File: config.mk
export PLATFORM = sky130hd
export DESIGN_NAME = ss_iter_div
export DESIGN_NICKNAME = d
export VERILOG_FILES = /design/src/rtl/ss_iter_div.sv
export SDC_FILE = /design/constraint.sdc
export NUM_CORES = 1
export LEC_CHECK = 0
export BUFFER_PORTS_ARGS = -buffer_cell sky130_fd_sc_hd__buf_2
export CAP_MARGIN = 10
export CORE_MARGIN = 3
export CORE_UTILIZATION = 60
export CTS_CLUSTER_DIAMETER = 100
export DETAILED_ROUTE_END_ITERATION = 8
export GPL_TIMING_DRIVEN = 0
export PLACE_DENSITY = 0.82
export SYNTH_ARGS = -nofsm -noshare
export SYNTH_HDL_FRONTEND = slang
export SYNTH_SLANG_ARGS = --single-unit
File: constraint.sdc
create_clock -name i_clk -period 5 [get_ports i_clk]
set_input_delay 1.5 -clock i_clk [delete_from_list [all_inputs] [get_ports i_clk]]
set_output_delay 1.5 -clock i_clk [all_outputs]
set_load 0.03 [all_outputs]
File: src/rtl/ss_iter_div.sv
// Iterative restoring divider: one quotient bit per clock, with a three-state IDLE/RUN/DONE control.
// Divide-by-zero skips the iteration and reports all-ones quotient with the dividend as remainder.
module ss_iter_div #(
  parameter int DATA_W = 16
) (
  input  logic              i_clk,
  input  logic              i_rst_n,
  input  logic              i_start,
  input  logic [DATA_W-1:0] i_dividend,
  input  logic [DATA_W-1:0] i_divisor,
  output logic [DATA_W-1:0] o_quotient,
  output logic [DATA_W-1:0] o_remainder,
  output logic              o_div_by_zero,
  output logic              o_busy,
  output logic              o_done
);

  localparam logic [1:0] ST_IDLE = 2'd0;
  localparam logic [1:0] ST_RUN  = 2'd1;
  localparam logic [1:0] ST_DONE = 2'd2;

  localparam int CNT_W = $clog2(DATA_W + 1);

  logic [1:0]        state;
  logic [DATA_W-1:0] dvd;
  logic [DATA_W-1:0] dsr;
  logic [DATA_W-1:0] rem;
  logic [DATA_W-1:0] quo;
  logic [CNT_W-1:0]  cnt;

  logic [DATA_W:0]   shifted;
  logic [DATA_W:0]   trial;
  logic [DATA_W-1:0] rem_next;
  logic [DATA_W-1:0] quo_next;

  // One restoring step. When the trial goes negative the shifted value is
  // below the divisor, so it always fits back into DATA_W bits.
  // NOTE: every always_comb output is assigned on every path, so no latch is inferred.
  always_comb begin
    shifted = {rem, dvd[DATA_W-1]};
    trial   = shifted - {1'b0, dsr};
    if (!trial[DATA_W]) begin
      rem_next = trial[DATA_W-1:0];
      quo_next = {quo[DATA_W-2:0], 1'b1};
    end else begin
      rem_next = shifted[DATA_W-1:0];
      quo_next = {quo[DATA_W-2:0], 1'b0};
    end
  end

  // NOTE: sequential state uses non-blocking assignments only, so every register
  // samples the pre-edge values regardless of statement order.
  always_ff @(posedge i_clk or negedge i_rst_n) begin
    if (!i_rst_n) begin
      state         <= ST_IDLE;
      dvd           <= '0;
      dsr           <= '0;
      rem           <= '0;
      quo           <= '0;
      cnt           <= '0;
      o_quotient    <= '0;
      o_remainder   <= '0;
      o_div_by_zero <= 1'b0;
    end else begin
      case (state)
        ST_IDLE: begin
          if (i_start) begin
            dvd <= i_dividend;
            dsr <= i_divisor;
            rem <= '0;
            quo <= '0;
            cnt <= CNT_W'(DATA_W);
            if (i_divisor == '0) begin
              state         <= ST_DONE;
              o_quotient    <= '1;
              o_remainder   <= i_dividend;
              o_div_by_zero <= 1'b1;
            end else begin
              state <= ST_RUN;
            end
          end
        end
        ST_RUN: begin
          rem <= rem_next;
          quo <= quo_next;
          dvd <= {dvd[DATA_W-2:0], 1'b0};
          cnt <= cnt - CNT_W'(1);
          // Last step: publish the step's result directly on the DONE transition.
          if (cnt == CNT_W'(1)) begin
            state         <= ST_DONE;
            o_quotient    <= quo_next;
            o_remainder   <= rem_next;
            o_div_by_zero <= 1'b0;
          end
        end
        ST_DONE: state <= ST_IDLE;
        default: state <= ST_IDLE;
      endcase
    end
  end

  // Decoded from the state register only, so i_start has no path to o_done.
  assign o_busy = (state != ST_IDLE);
  assign o_done = (state == ST_DONE);

endmodule

; Word level (Yosys, flattened, before mapping)
; Cells that the tools add are included.
; Widths: inputs -> output; s select.
[classes]
add_sub_neg = 2
n_eq_ne = 6
muxes = 25
n_reduce_logical = 8
[op_table]
columns = op, count
row1 = $mux 16, 9
row2 = $pmux 16 s2, 4
row3 = $pmux 15 s2, 1
row4 = $sub 17x16->17, 1
row5 = $logic_not 16->1, 1
row6 = $pmux 5 s2, 1
row7 = $mux 2, 3
row8 = $ne 2x2->1 const B, 3
row9 = $reduce_and 2->1, 3
row10 = $eq 5x1->1 const B, 1
row11 = $mux 5, 1
row12 = $sub 5x1->5 const B, 1
row13 = $mux 1, 4
row14 = $pmux 2 s2, 1
row15 = $reduce_and 4->1, 1
row16 = $reduce_bool 2->1, 2
row17 = $eq 2x1->1 const B, 1
row18 = $eq 2x2->1 const B, 1
row19 = $logic_not 2->1, 1
row20 = $pmux 1 s2, 1
[totals]
regBits = 103
inputBits = 35
output_inout_bits = 35
word_cells = 50

; Logic depth before layout (Yosys ltp)
; Gate-level depths: netlist (run 1).
[logic_depth]
depth_word = 4
mapped_depth = 11
ltp_nobuf = 10

; Least setup slack after synthesis (run 1)
; No wires, ideal clock.
[synth_timing]
path_kind = input-to-reg
start = in i_start
end = reg o_remainder[8]
setup_time_ps = 64
t_arrival_ps = 2997
required_time_ps = 4936
path_slack_ps = 1939
cell_stages = 11
n_path_buf = 4
cell_sequence = nand2b_1 > buf_2 > and2_1 > buf_6 > or3_1 > buf_2 > inv_2 > buf_4 > o21ai_0 > a31oi_1 > a21o_1
[synth_between]
elab_chain_len = 2
[synth_lines]
columns = item, line
row1 = start: declaration, 8  ; input logic i_start,
row2 = $ne 2x2->1 (no line), n/a
row3 = $reduce_and 4->1 (no line), n/a
row4 = end signal: assignment, 76  ; o_remainder <= i_dividend;
row5 = end signal: assignment, 92  ; o_remainder <= rem_next;
row6 = end: declaration, 12  ; output logic [DATA_W-1:0] o_remainder,
; No other way between the ends.
; A chain may end at the register's enable or synchronous reset.

; Worst setup path in the final report (run 1)
[layout_timing]
start = in i_divisor[3]
end = reg o_remainder[0]
[layout_between]
elab_chain_len = 3
[layout_lines]
columns = item, line
row1 = start: declaration, 10  ; input logic [DATA_W-1:0] i_divisor,
row2 = $logic_not 16->1, 73  ; if (i_divisor == '0) begin
row3 = $ne 2x2->1 (no line), n/a
row4 = $reduce_and 4->1 (no line), n/a
; No other way between the ends.

==> report_table.html, run 1 <==
<table>
<tr><th>Metric</th><th>Value</th></tr>
<tr><th colspan="2">Run status</th></tr>
<tr><td>Run status</td><td>finished, final reports clean</td></tr>
<tr><th colspan="2">Drt</th></tr>
<tr><td>Final WL</td><td>roughly 14,000 µm</td></tr>
<tr><td>Detailed-route DRC error count</td><td>0</td></tr>
<tr><td>Routed len/inst</td><td>between 15 and 20 µm</td></tr>
<tr><td>Vias per std cell</td><td>slightly above 6</td></tr>
<tr><td>First-pass detailed-route iteration total</td><td>6</td></tr>
<tr><td>DRT antenna net count</td><td>0</td></tr>
<tr><td>Total via count after detailed routing</td><td>4,590</td></tr>
<tr><td>Number of DRC markers in iteration 0</td><td>around 330</td></tr>
<tr><th colspan="2">Logic synthesis</th></tr>
<tr><td>Yosys warnings</td><td>0</td></tr>
<tr><td>Syn_nets</td><td>621</td></tr>
<tr><td>Gate Count Post-Synth</td><td>between 500 and 600</td></tr>
<tr><td>Synth async-reset ratio</td><td>1.000</td></tr>
<tr><td>Number of storage elements in the synthesis netlist</td><td>roughly 100</td></tr>
<tr><td>Count of different cell masters after synthesis</td><td>~60</td></tr>
<tr><td>Synthesized area divided by synthesized cell count</td><td>between 9 and 10 µm²</td></tr>
<tr><td>Most instantiated library cell after synthesis</td><td>sky130_fd_sc_hd__nand2_1</td></tr>
<tr><td>Most common library cells after synthesis</td><td>sky130_fd_sc_hd__nand2_1, sky130_fd_sc_hd__dfrtp_1, sky130_fd_sc_hd__o21ai_0, sky130_fd_sc_hd__a21oi_1, sky130_fd_sc_hd__mux2i_1</td></tr>
<tr><td>Sequential-to-total area share from yosys stat</td><td>0.4840</td></tr>
<tr><td>Cell taking the most area after synthesis</td><td>sky130_fd_sc_hd__dfrtp_1</td></tr>
<tr><td>Number of enable flip-flop cells after synthesis</td><td>0</td></tr>
<tr><td>Top cells by area, synth</td><td>sky130_fd_sc_hd__dfrtp_1, sky130_fd_sc_hd__nand2_1, sky130_fd_sc_hd__o21ai_0, sky130_fd_sc_hd__mux2i_1, sky130_fd_sc_hd__ha_1</td></tr>
<tr><td>Share of the synthesized area in the top cell type</td><td>0.4840</td></tr>
<tr><td>Most used DFF post-synth</td><td>sky130_fd_sc_hd__dfrtp_1</td></tr>
<tr><td>Post-synthesis instance area</td><td>approximately 0.0053 mm²</td></tr>
<tr><th colspan="2">Floorplanning</th></tr>
<tr><td>Die H</td><td>approximately 100 µm</td></tr>
<tr><td>Number of placed I/O pins</td><td>70</td></tr>
<tr><td>Core area</td><td>roughly 0.0084 mm²</td></tr>
<tr><td>Starting utilization of the core area</td><td>0.6322</td></tr>
<tr><td>DIE AREA</td><td>between 0.01 and 0.015 mm²</td></tr>
<tr><td>Horizontal extent of the die</td><td>100.2 µm</td></tr>
<tr><td>Cell Rows</td><td>33</td></tr>
<tr><th colspan="2">Clock tree</th></tr>
<tr><td>Post-cts repair resize count</td><td>0</td></tr>
<tr><td>Register clock-pin slew on the reported worst setup and hold paths</td><td>about 100 ps</td></tr>
<tr><td>Clk_lat worst skew</td><td>about 380 ps</td></tr>
<tr><td>Setup repair bufs after CTS</td><td>0</td></tr>
<tr><td>Maximum count of clock buffers along a single path</td><td>2</td></tr>
<tr><td>Clk sink count</td><td>around 100</td></tr>
<tr><td>Hold-fix buffer count after cts</td><td>0</td></tr>
<tr><td>Clock Root Buffer</td><td>sky130_fd_sc_hd__clkbuf_8</td></tr>
<tr><td>Htree depth</td><td>3</td></tr>
<tr><td>TritonCTS clock tree</td><td>done</td></tr>
<tr><td>Clock buffer count from CTS</td><td>9</td></tr>
<tr><th colspan="2">Timing</th></tr>
<tr><td>Fin. Hold Viols</td><td>0</td></tr>
<tr><td>Measured slew at the worst slew-check pin</td><td>767.1 ps</td></tr>
<tr><td>Fmax</td><td>slightly above 300 MHz</td></tr>
<tr><td>Setup repair after global routing missed its margin</td><td>false</td></tr>
<tr><td>Count of final max-slew check failures</td><td>0</td></tr>
<tr><td>Final worst path period share</td><td>0.6630</td></tr>
<tr><td>Remaining max-slew budget at the tightest pin</td><td>0.4886</td></tr>
<tr><td>Worst-case clock skew</td><td>between 10 and 15 ps</td></tr>
<tr><td>Setup-failing EPs final</td><td>0</td></tr>
<tr><td>Total Neg Setup Slack</td><td>0 ps</td></tr>
<tr><td>Post-layout min period</td><td>between 3000 and 4000 ps</td></tr>
<tr><th colspan="2">Power and ir drop</th></tr>
<tr><td>Static Leakage</td><td>slightly below 0.003 µW</td></tr>
<tr><td>Overall Power</td><td>between 4000 and 5000 µW</td></tr>
<tr><td>P per Cell Area</td><td>768.6 mW/mm²</td></tr>
<tr><td>Worst IR Drop VDD</td><td>between 0.4 and 0.5 mV</td></tr>
<tr><th colspan="2">Setup path</th></tr>
<tr><td>Reg-to-reg slack, setup</td><td>1720 ps</td></tr>
<tr><td>Crit Path Class</td><td>in2reg</td></tr>
<tr><td>Type of origin of the critical path</td><td>input port</td></tr>
<tr><td>Endpoint of the most critical register-to-register path</td><td>o_remainder[15]</td></tr>
<tr><td>Worst reg2reg startpoint</td><td>dvd[15]</td></tr>
<tr><td>Data arrival at the endpoint of the critical path</td><td>between 3000 and 4000 ps</td></tr>
<tr><td>Nature of the critical path endpoint</td><td>register</td></tr>
<tr><td>Critical Path RT</td><td>roughly 5300 ps</td></tr>
<tr><td>Largest fanout of any net on the critical path</td><td>10</td></tr>
<tr><td>Number of cell instances on the worst register-to-register path</td><td>11</td></tr>
<tr><th colspan="2">Final layout</th></tr>
<tr><td>Area used by sequential logic in the layout</td><td>~0.0026 mm²</td></tr>
<tr><td>Area taken by multi-input logic gates</td><td>0.002492 mm²</td></tr>
<tr><td>Layout net count</td><td>~700</td></tr>
<tr><td>Area growth, synth to finish</td><td>13.77%</td></tr>
<tr><td>Fraction of the core area covered by cells at the end of the flow</td><td>0.7193</td></tr>
<tr><td>Count of antenna diodes in the layout</td><td>0</td></tr>
<tr><td>Share of final-layout standard cells stronger than drive strength 1</td><td>0.1654</td></tr>
<tr><td>Filler cell count in the final layout</td><td>637</td></tr>
<tr><th colspan="2">Global route</th></tr>
<tr><td>First-pass GRT wire length</td><td>roughly 22,000 µm</td></tr>
<tr><td>Largest net degree at the start of global routing</td><td>54</td></tr>
<tr><td>Vias in the first global route</td><td>4,492</td></tr>
<tr><td>Number of antenna violations at the first check in global routing</td><td>0</td></tr>
<tr><td>Tot GR Track Use</td><td>0.2824</td></tr>
<tr><td>Overflow left after global routing</td><td>0</td></tr>
<tr><th colspan="2">Min path</th></tr>
<tr><td>Worst min-delay path class</td><td>reg2reg</td></tr>
<tr><td>Endpoint, Worst Hold</td><td>o_quotient[9]</td></tr>
<tr><td>Worst hold path startpoint</td><td>o_quotient[9]</td></tr>
<tr><td>Cell count of the worst hold path</td><td>2</td></tr>
<tr><th colspan="2">Placement</th></tr>
<tr><td>DPL Wire Length</td><td>just over 10,000 µm</td></tr>
<tr><td>Final weighted congestion in routability-driven placement</td><td>about 0.90</td></tr>
<tr><td>Count of input and output buffers</td><td>just under 70</td></tr>
<tr><th colspan="2">Flow run</th></tr>
<tr><td>Maximum capacitance violations</td><td>0</td></tr>
</table>
[cell usage in the layout (no fill, tap or decap), types with 10 or more instances in the layout]
master                     Yosys  routed
sky130_fd_sc_hd__a21oi_1      30      30
sky130_fd_sc_hd__o21ai_1      10      10
sky130_fd_sc_hd__ha_1         18      18
sky130_fd_sc_hd__inv_1        22      22
sky130_fd_sc_hd__clkbuf_1     19      19
sky130_fd_sc_hd__and3_1       16      16
sky130_fd_sc_hd__nor2_1       21      21
sky130_fd_sc_hd__dfrtp_1     103     103
sky130_fd_sc_hd__mux2i_1      26      26
sky130_fd_sc_hd__a22o_1       16      16
sky130_fd_sc_hd__buf_2         6      74
sky130_fd_sc_hd__nand2_1     109     109
sky130_fd_sc_hd__o21ai_0      71      71
[report_power, final]
group,internal [µW],switching (µW)
sequential,1180,207
combinational,945,1730
clock,289,309
[cells by family after synthesis]
| family | synth area share |
|---|---|
| simple gates | 0.1537 |
| compound gates | 0.1908 |
| flops | 0.4840 |
| buf+inv | 0.04793 |
| mux | 0.05592 |
| fa+ha+maj | 0.04605 |
| xor+xnor | 0.02162 |
[area by class of cell]
cell class	instances	share of cell area
tap	105	0.02169
clock buffer	9	0.02045
timing repair buffer	70	0.06196
buffer	34	0.02726
sequential	103	0.4254
multi-input combinational	406	0.4114
inverter	24	0.01487
clock inverter	7	0.01694
[registers in the layout (all words and copies together) (netlist names)]
| signal | flops |
|---|---|
| dvd | 16 |
| dsr | 16 |
| o_div_by_zero | 1 |
| o_remainder | 16 |
| o_quotient | 16 |
| quo | 15 |
| rem | 16 |
| cnt | 5 |
| state | 2 |
[how the worst max path moves through the flow]
| stage | start | endpoint | depth (start not counted) | slack (ps) |
|---|---|---|---|---|
| after floorplan | i_start | o_remainder[8] | 11 | 1940 |
| after detailed placement | i_divisor[3] | o_remainder[0] | 10 | 1410 |
| after global routing | dvd[15] | o_remainder[15] | 11 | 1580 |
| final | i_divisor[3] | o_remainder[0] | 10 | 1690 |
| after global placement | i_rst_n | o_quotient[3] | 1 | 1360 |
| after CTS | dvd[15] | rem[15] | 11 | 1770 |
[routing by layer]
| layer | track usage | vias up | routed length (µm) |
|---|---|---|---|
| met2 | 0.4312 | 168 | 6248 |
| li1 | - | 2136 | - |
| met5 | 0 | - | 0 |
| met4 | 0.1130 | 0 | 397 |
| met3 | 0.04587 | 35 | 824 |
| met1 | 0.4050 | 2251 | 6068 |
[stage by stage]
step,hold WS (ps),area (µm²),setup WS [ps],instances
final,472.4,6058,1685,758
after global routing,498.7,6058,1582,758
after CTS,475.4,6058,1769,758
after detailed placement,450.6,5832,1407,742
after global placement,446.8,5802,1362,741
after floorplan,445.7,5325,1939,567
[worst max-delay path, cell delays in order]
cell and delay [ps]:
sky130_fd_sc_hd__buf_2 110, sky130_fd_sc_hd__nor4_1 280, sky130_fd_sc_hd__and4_1 330, sky130_fd_sc_hd__nor2_1 100
sky130_fd_sc_hd__or3_1 350, sky130_fd_sc_hd__buf_2 200, sky130_fd_sc_hd__inv_2 130, sky130_fd_sc_hd__nand2_1 90
sky130_fd_sc_hd__clkbuf_1 280, sky130_fd_sc_hd__o221ai_1 240
No activity file was read; power rests on OpenSTA's default activity.
==> run 2, diff against run 1 <==
Settings changed: ABC_AREA set to 1, CORE_UTILIZATION 60 to 59, PLACE_DENSITY 0.82 to 0.81.
Clock period 5 ns to 3.3 ns, I/O delays scaled along.
==> report_table.html, run 2 <==
<table>
<tr><th>Metric</th><th>Value</th></tr>
<tr><th colspan="2">Logic synthesis</th></tr>
<tr><td>Share of the synthesized area in the top cell type</td><td>0.4425</td></tr>
<tr><td>Top cells by area, synth</td><td>sky130_fd_sc_hd__dfrtp_1, sky130_fd_sc_hd__nand2_1, sky130_fd_sc_hd__inv_1, sky130_fd_sc_hd__nand3_1, sky130_fd_sc_hd__nor2_1</td></tr>
<tr><td>Compound-cell area share of the yosys netlist</td><td>0.08013</td></tr>
<tr><td>Sequential-to-total area share from yosys stat</td><td>0.4425</td></tr>
<tr><td>Post-synthesis share of cell area spent on full adders, half adders and majority gates</td><td>0.04211</td></tr>
<tr><td>Synthesized area divided by synthesized cell count</td><td>~7.8 µm²</td></tr>
<tr><td>Number of storage elements in the synthesis netlist</td><td>between 100 and 150</td></tr>
<tr><td>Most used DFF post-synth</td><td>sky130_fd_sc_hd__dfrtp_1</td></tr>
<tr><td>Cell taking the most area after synthesis</td><td>sky130_fd_sc_hd__dfrtp_1</td></tr>
<tr><td>Most instantiated library cell after synthesis</td><td>sky130_fd_sc_hd__nand2_1</td></tr>
<tr><td>Number of enable flip-flop cells after synthesis</td><td>0</td></tr>
<tr><td>Basic-gate share of the synthesized area counting and, or, nand and nor cells</td><td>0.3081</td></tr>
<tr><td>Synth async-reset ratio</td><td>1.000</td></tr>
<tr><td>Count of different cell masters after synthesis</td><td>42</td></tr>
<tr><td>Dominant combinational cell family by area after synthesis</td><td>simple AND/OR/NAND/NOR gates</td></tr>
<tr><td>Xor/xnor share of the synthesized area</td><td>0.01203</td></tr>
<tr><td>Post-synthesis instance area</td><td>slightly below 0.006 mm²</td></tr>
<tr><td>Mux contribution to synthesized area</td><td>0.003652</td></tr>
<tr><td>Gate Count Post-Synth</td><td>750</td></tr>
<tr><td>Most common library cells after synthesis</td><td>sky130_fd_sc_hd__nand2_1, sky130_fd_sc_hd__inv_1, sky130_fd_sc_hd__dfrtp_1, sky130_fd_sc_hd__nor2_1, sky130_fd_sc_hd__nand3_1</td></tr>
<tr><td>Yosys warnings</td><td>0</td></tr>
<tr><td>Syn_nets</td><td>804</td></tr>
<tr><th colspan="2">Clock tree</th></tr>
<tr><td>Clock Root Buffer</td><td>sky130_fd_sc_hd__clkbuf_8</td></tr>
<tr><td>TritonCTS clock tree</td><td>done</td></tr>
<tr><td>Htree depth</td><td>3</td></tr>
<tr><td>Clk_lat worst skew</td><td>around 380 ps</td></tr>
<tr><td>Register clock-pin slew on the reported worst setup and hold paths</td><td>110 ps</td></tr>
<tr><td>Post-cts repair resize count</td><td>0</td></tr>
<tr><td>Clock buffer count from CTS</td><td>9</td></tr>
<tr><td>Maximum count of clock buffers along a single path</td><td>2</td></tr>
<tr><td>Setup repair bufs after CTS</td><td>0</td></tr>
<tr><td>Clk sink count</td><td>about 100</td></tr>
<tr><td>Hold-fix buffer count after cts</td><td>0</td></tr>
<tr><th colspan="2">Timing</th></tr>
<tr><td>Measured slew at the worst slew-check pin</td><td>532.3 ps</td></tr>
<tr><td>Fmax</td><td>between 300 and 400 MHz</td></tr>
<tr><td>Post-layout min period</td><td>between 2000 and 3000 ps</td></tr>
<tr><td>Setup-failing EPs final</td><td>0</td></tr>
<tr><td>Count of final max-slew check failures</td><td>0</td></tr>
<tr><td>Final worst slack</td><td>about 790 ps</td></tr>
<tr><td>Total Neg Setup Slack</td><td>0 ps</td></tr>
<tr><td>Setup repair after global routing missed its margin</td><td>false</td></tr>
<tr><td>Remaining max-slew budget at the tightest pin</td><td>0.6451</td></tr>
<tr><td>Worst-case clock skew</td><td>around 11 ps</td></tr>
<tr><td>Fin. Hold Viols</td><td>0</td></tr>
<tr><td>Final worst path period share</td><td>0.7619</td></tr>
<tr><th colspan="2">Drt</th></tr>
<tr><td>Final WL</td><td>approximately 14,000 µm</td></tr>
<tr><td>First-pass detailed-route iteration total</td><td>4</td></tr>
<tr><td>Number of DRC markers in iteration 0</td><td>337</td></tr>
<tr><td>Routed len/inst</td><td>approximately 15 µm</td></tr>
<tr><td>Vias per std cell</td><td>~5.3</td></tr>
<tr><td>Total via count after detailed routing</td><td>between 5,000 and 6,000</td></tr>
<tr><td>Detailed-route DRC error count</td><td>0</td></tr>
<tr><td>DRT antenna net count</td><td>0</td></tr>
<tr><th colspan="2">Final layout</th></tr>
<tr><td>Share of final-layout standard cells stronger than drive strength 1</td><td>0.1758</td></tr>
<tr><td>Layout net count</td><td>roughly 890</td></tr>
<tr><td>Count of antenna diodes in the layout</td><td>0</td></tr>
<tr><td>Commonest cells after routing, fill and taps aside</td><td>sky130_fd_sc_hd__nand2_1, sky130_fd_sc_hd__inv_1, sky130_fd_sc_hd__dfrtp_1</td></tr>
<tr><td>Leading cell type in the layout, fill and taps excluded</td><td>sky130_fd_sc_hd__nand2_1</td></tr>
<tr><td>Area growth, synth to finish</td><td>13.45%</td></tr>
<tr><td>Filler cell count in the final layout</td><td>between 700 and 800</td></tr>
<tr><th colspan="2">Setup path</th></tr>
<tr><td>Slowest cell on the critical path</td><td>sky130_fd_sc_hd__dfrtp_1</td></tr>
<tr><td>Nature of the critical path endpoint</td><td>register</td></tr>
<tr><td>Top delay family on crit path</td><td>simple AND/OR/NAND/NOR gates</td></tr>
<tr><td>Max incr delay on CP</td><td>between 400 and 500 ps</td></tr>
<tr><td>Number of buffer and inverter stages on the critical path</td><td>4</td></tr>
<tr><td>Critical Path RT</td><td>between 3000 and 4000 ps</td></tr>
<tr><td>Data arrival at the endpoint of the critical path</td><td>approximately 2800 ps</td></tr>
<tr><td>Largest fanout of any net on the critical path</td><td>10</td></tr>
<tr><td>Crit-path cells</td><td>inv_1, ha_1, fa_1, inv_1, nand2_1, nand2_1, nand3_1, nand2_2, nand2_4, nand2_4, nand2_2, nand2_4, buf_8, nand3_2, nand3_1, nand2_1, inv_1</td></tr>
<tr><td>Type of origin of the critical path</td><td>register</td></tr>
<tr><td>Crit Path Class</td><td>reg2reg</td></tr>
<tr><th colspan="2">Floorplanning</th></tr>
<tr><td>Starting utilization of the core area</td><td>0.6186</td></tr>
<tr><td>DIE AREA</td><td>0.01110 mm²</td></tr>
<tr><td>Number of placed I/O pins</td><td>70</td></tr>
<tr><td>Horizontal extent of the die</td><td>105.4 µm</td></tr>
<tr><td>Core area</td><td>between 0.009 and 0.01 mm²</td></tr>
<tr><td>Cell Rows</td><td>35</td></tr>
<tr><td>Die H</td><td>105.4 µm</td></tr>
<tr><th colspan="2">Global route</th></tr>
<tr><td>Tot GR Track Use</td><td>0.2753</td></tr>
<tr><td>Overflow left after global routing</td><td>0</td></tr>
<tr><td>First-pass GRT wire length</td><td>between 20,000 and 25,000 µm</td></tr>
<tr><td>Number of antenna violations at the first check in global routing</td><td>0</td></tr>
<tr><td>Largest net degree at the start of global routing</td><td>65</td></tr>
<tr><td>Vias in the first global route</td><td>around 5,000</td></tr>
<tr><th colspan="2">Power and ir drop</th></tr>
<tr><td>Share of power burned in combinational logic</td><td>0.605</td></tr>
<tr><td>Clock share of power</td><td>0.118</td></tr>
<tr><td>Design internal power</td><td>between 3000 and 4000 µW</td></tr>
<tr><td>Worst IR Drop VDD</td><td>a little under 0.9 mV</td></tr>
<tr><td>Sw Ratio</td><td>0.5115</td></tr>
<tr><td>Sequential fraction of design power</td><td>0.277</td></tr>
<tr><td>Overall Power</td><td>~8000 µW</td></tr>
<tr><td>P per Cell Area</td><td>roughly 1200 mW/mm²</td></tr>
<tr><td>Static Leakage</td><td>about 0.0036 µW</td></tr>
<tr><td>Net load switching power</td><td>just over 4000 µW</td></tr>
<tr><th colspan="2">Placement</th></tr>
<tr><td>Worst setup timing slack at the placement stage</td><td>approximately 700 ps</td></tr>
<tr><td>DPL Wire Length</td><td>11,250 µm</td></tr>
<tr><td>Final weighted congestion in routability-driven placement</td><td>between 0.8 and 0.9</td></tr>
<tr><td>Count of input and output buffers</td><td>69</td></tr>
<tr><th colspan="2">Min path</th></tr>
<tr><td>Worst min-delay path class</td><td>reg2reg</td></tr>
<tr><th colspan="2">Run status</th></tr>
<tr><td>Run status</td><td>finished, final reports clean</td></tr>
<tr><th colspan="2">Flow run</th></tr>
<tr><td>Maximum capacitance violations</td><td>0</td></tr>
</table>
## run 2: cell count changes in the layout (fill, tap and decap cells not counted), moves of 19 or more
cell | before | now
sky130_fd_sc_hd__nor2_1 | 21 | 67
sky130_fd_sc_hd__mux2i_1 | 26 | 1
sky130_fd_sc_hd__nand3_1 | 7 | 61
sky130_fd_sc_hd__inv_1 | 22 | 127
sky130_fd_sc_hd__o21ai_0 | 71 | 11
sky130_fd_sc_hd__nand2_1 | 109 | 186
sky130_fd_sc_hd__nand3_2 | 0 | 19
## run 2: final timing paths
| kind | slack (ps) | cells after the start | to | from |
|---|---|---|---|---|
| worst max-delay path | 790 | 17 | o_remainder[14] | dvd[15] |
| worst min-delay path | 500 | 2 | o_quotient[11] | o_quotient[11] |
| worst max register to register | 790 | 17 | o_remainder[14] | dvd[15] |
| worst min register to register | 500 | 2 | o_quotient[11] | o_quotient[11] |
| max in group asynchronous | 2030 | 2 | quo[2] | i_rst_n |
| min in group asynchronous | 570 | 1 | dsr[11] | i_rst_n |
## run 2: logic make-up after synthesis
family | Yosys count
fa+ha+maj | 19
compound gates | 78
flops | 103
mux | 2
buf+inv | 160
xor+xnor | 8
simple gates | 380
## run 2: layout make-up
cell class,count,area [µm²],area share
flip-flops and latches,103,2577,0.3901
plain buffers,27,150.1,0.02272
multi-input cells,487,2597,0.3931
clock buffers,9,123.9,0.01875
inverters,133,499.2,0.07555
repair buffers,70,375.4,0.05681
clock inverters,7,122.6,0.01856
well taps,129,161.4,0.02443
## run 2: per-layer routing
metal / up-vias / routed length [µm] / track usage
li1: 2509 / - / -
met1: 2436 / 6346 / 0.3736
met2: 168 / 6885 / 0.4495
met3: 22 / 953 / 0.05083
met4: 0 / 271 / 0.08622
met5: - / 0 / 0
## run 2: worst min-delay path, delay by kind of cell, from the launching register on
family	cells	cell delay (ps)
AO/OA/AOI/OAI	1	60
flip-flops	1	360
AND/OR/NAND/NOR	1	50
## run 2: power groups by stage
stage / Clock (µW) / Sequential, µW / Combinational [µW]
floorplan: 0 / 2550 / 3280
global placement: 0 / 2210 / 4690
detailed placement: 0 / 2240 / 4830
CTS: 965 / 2220 / 4860
global route: 1010 / 2290 / 5440
finish: 945 / 2230 / 4870
## run 2: per-stage QoR
stage          instances  utilization  cell area [µm²]  hold slack (ps)
3_5_place_dp         949       0.6756             6361            473.8
5_1_grt              965       0.7018             6608            530.3
6_report             965       0.7018             6608            495.9
3_3_place_gp         948       0.6724             6331            469.5
4_1_cts              965       0.7018             6608            501.4
2_1_floorplan        750            -             5824            449.8
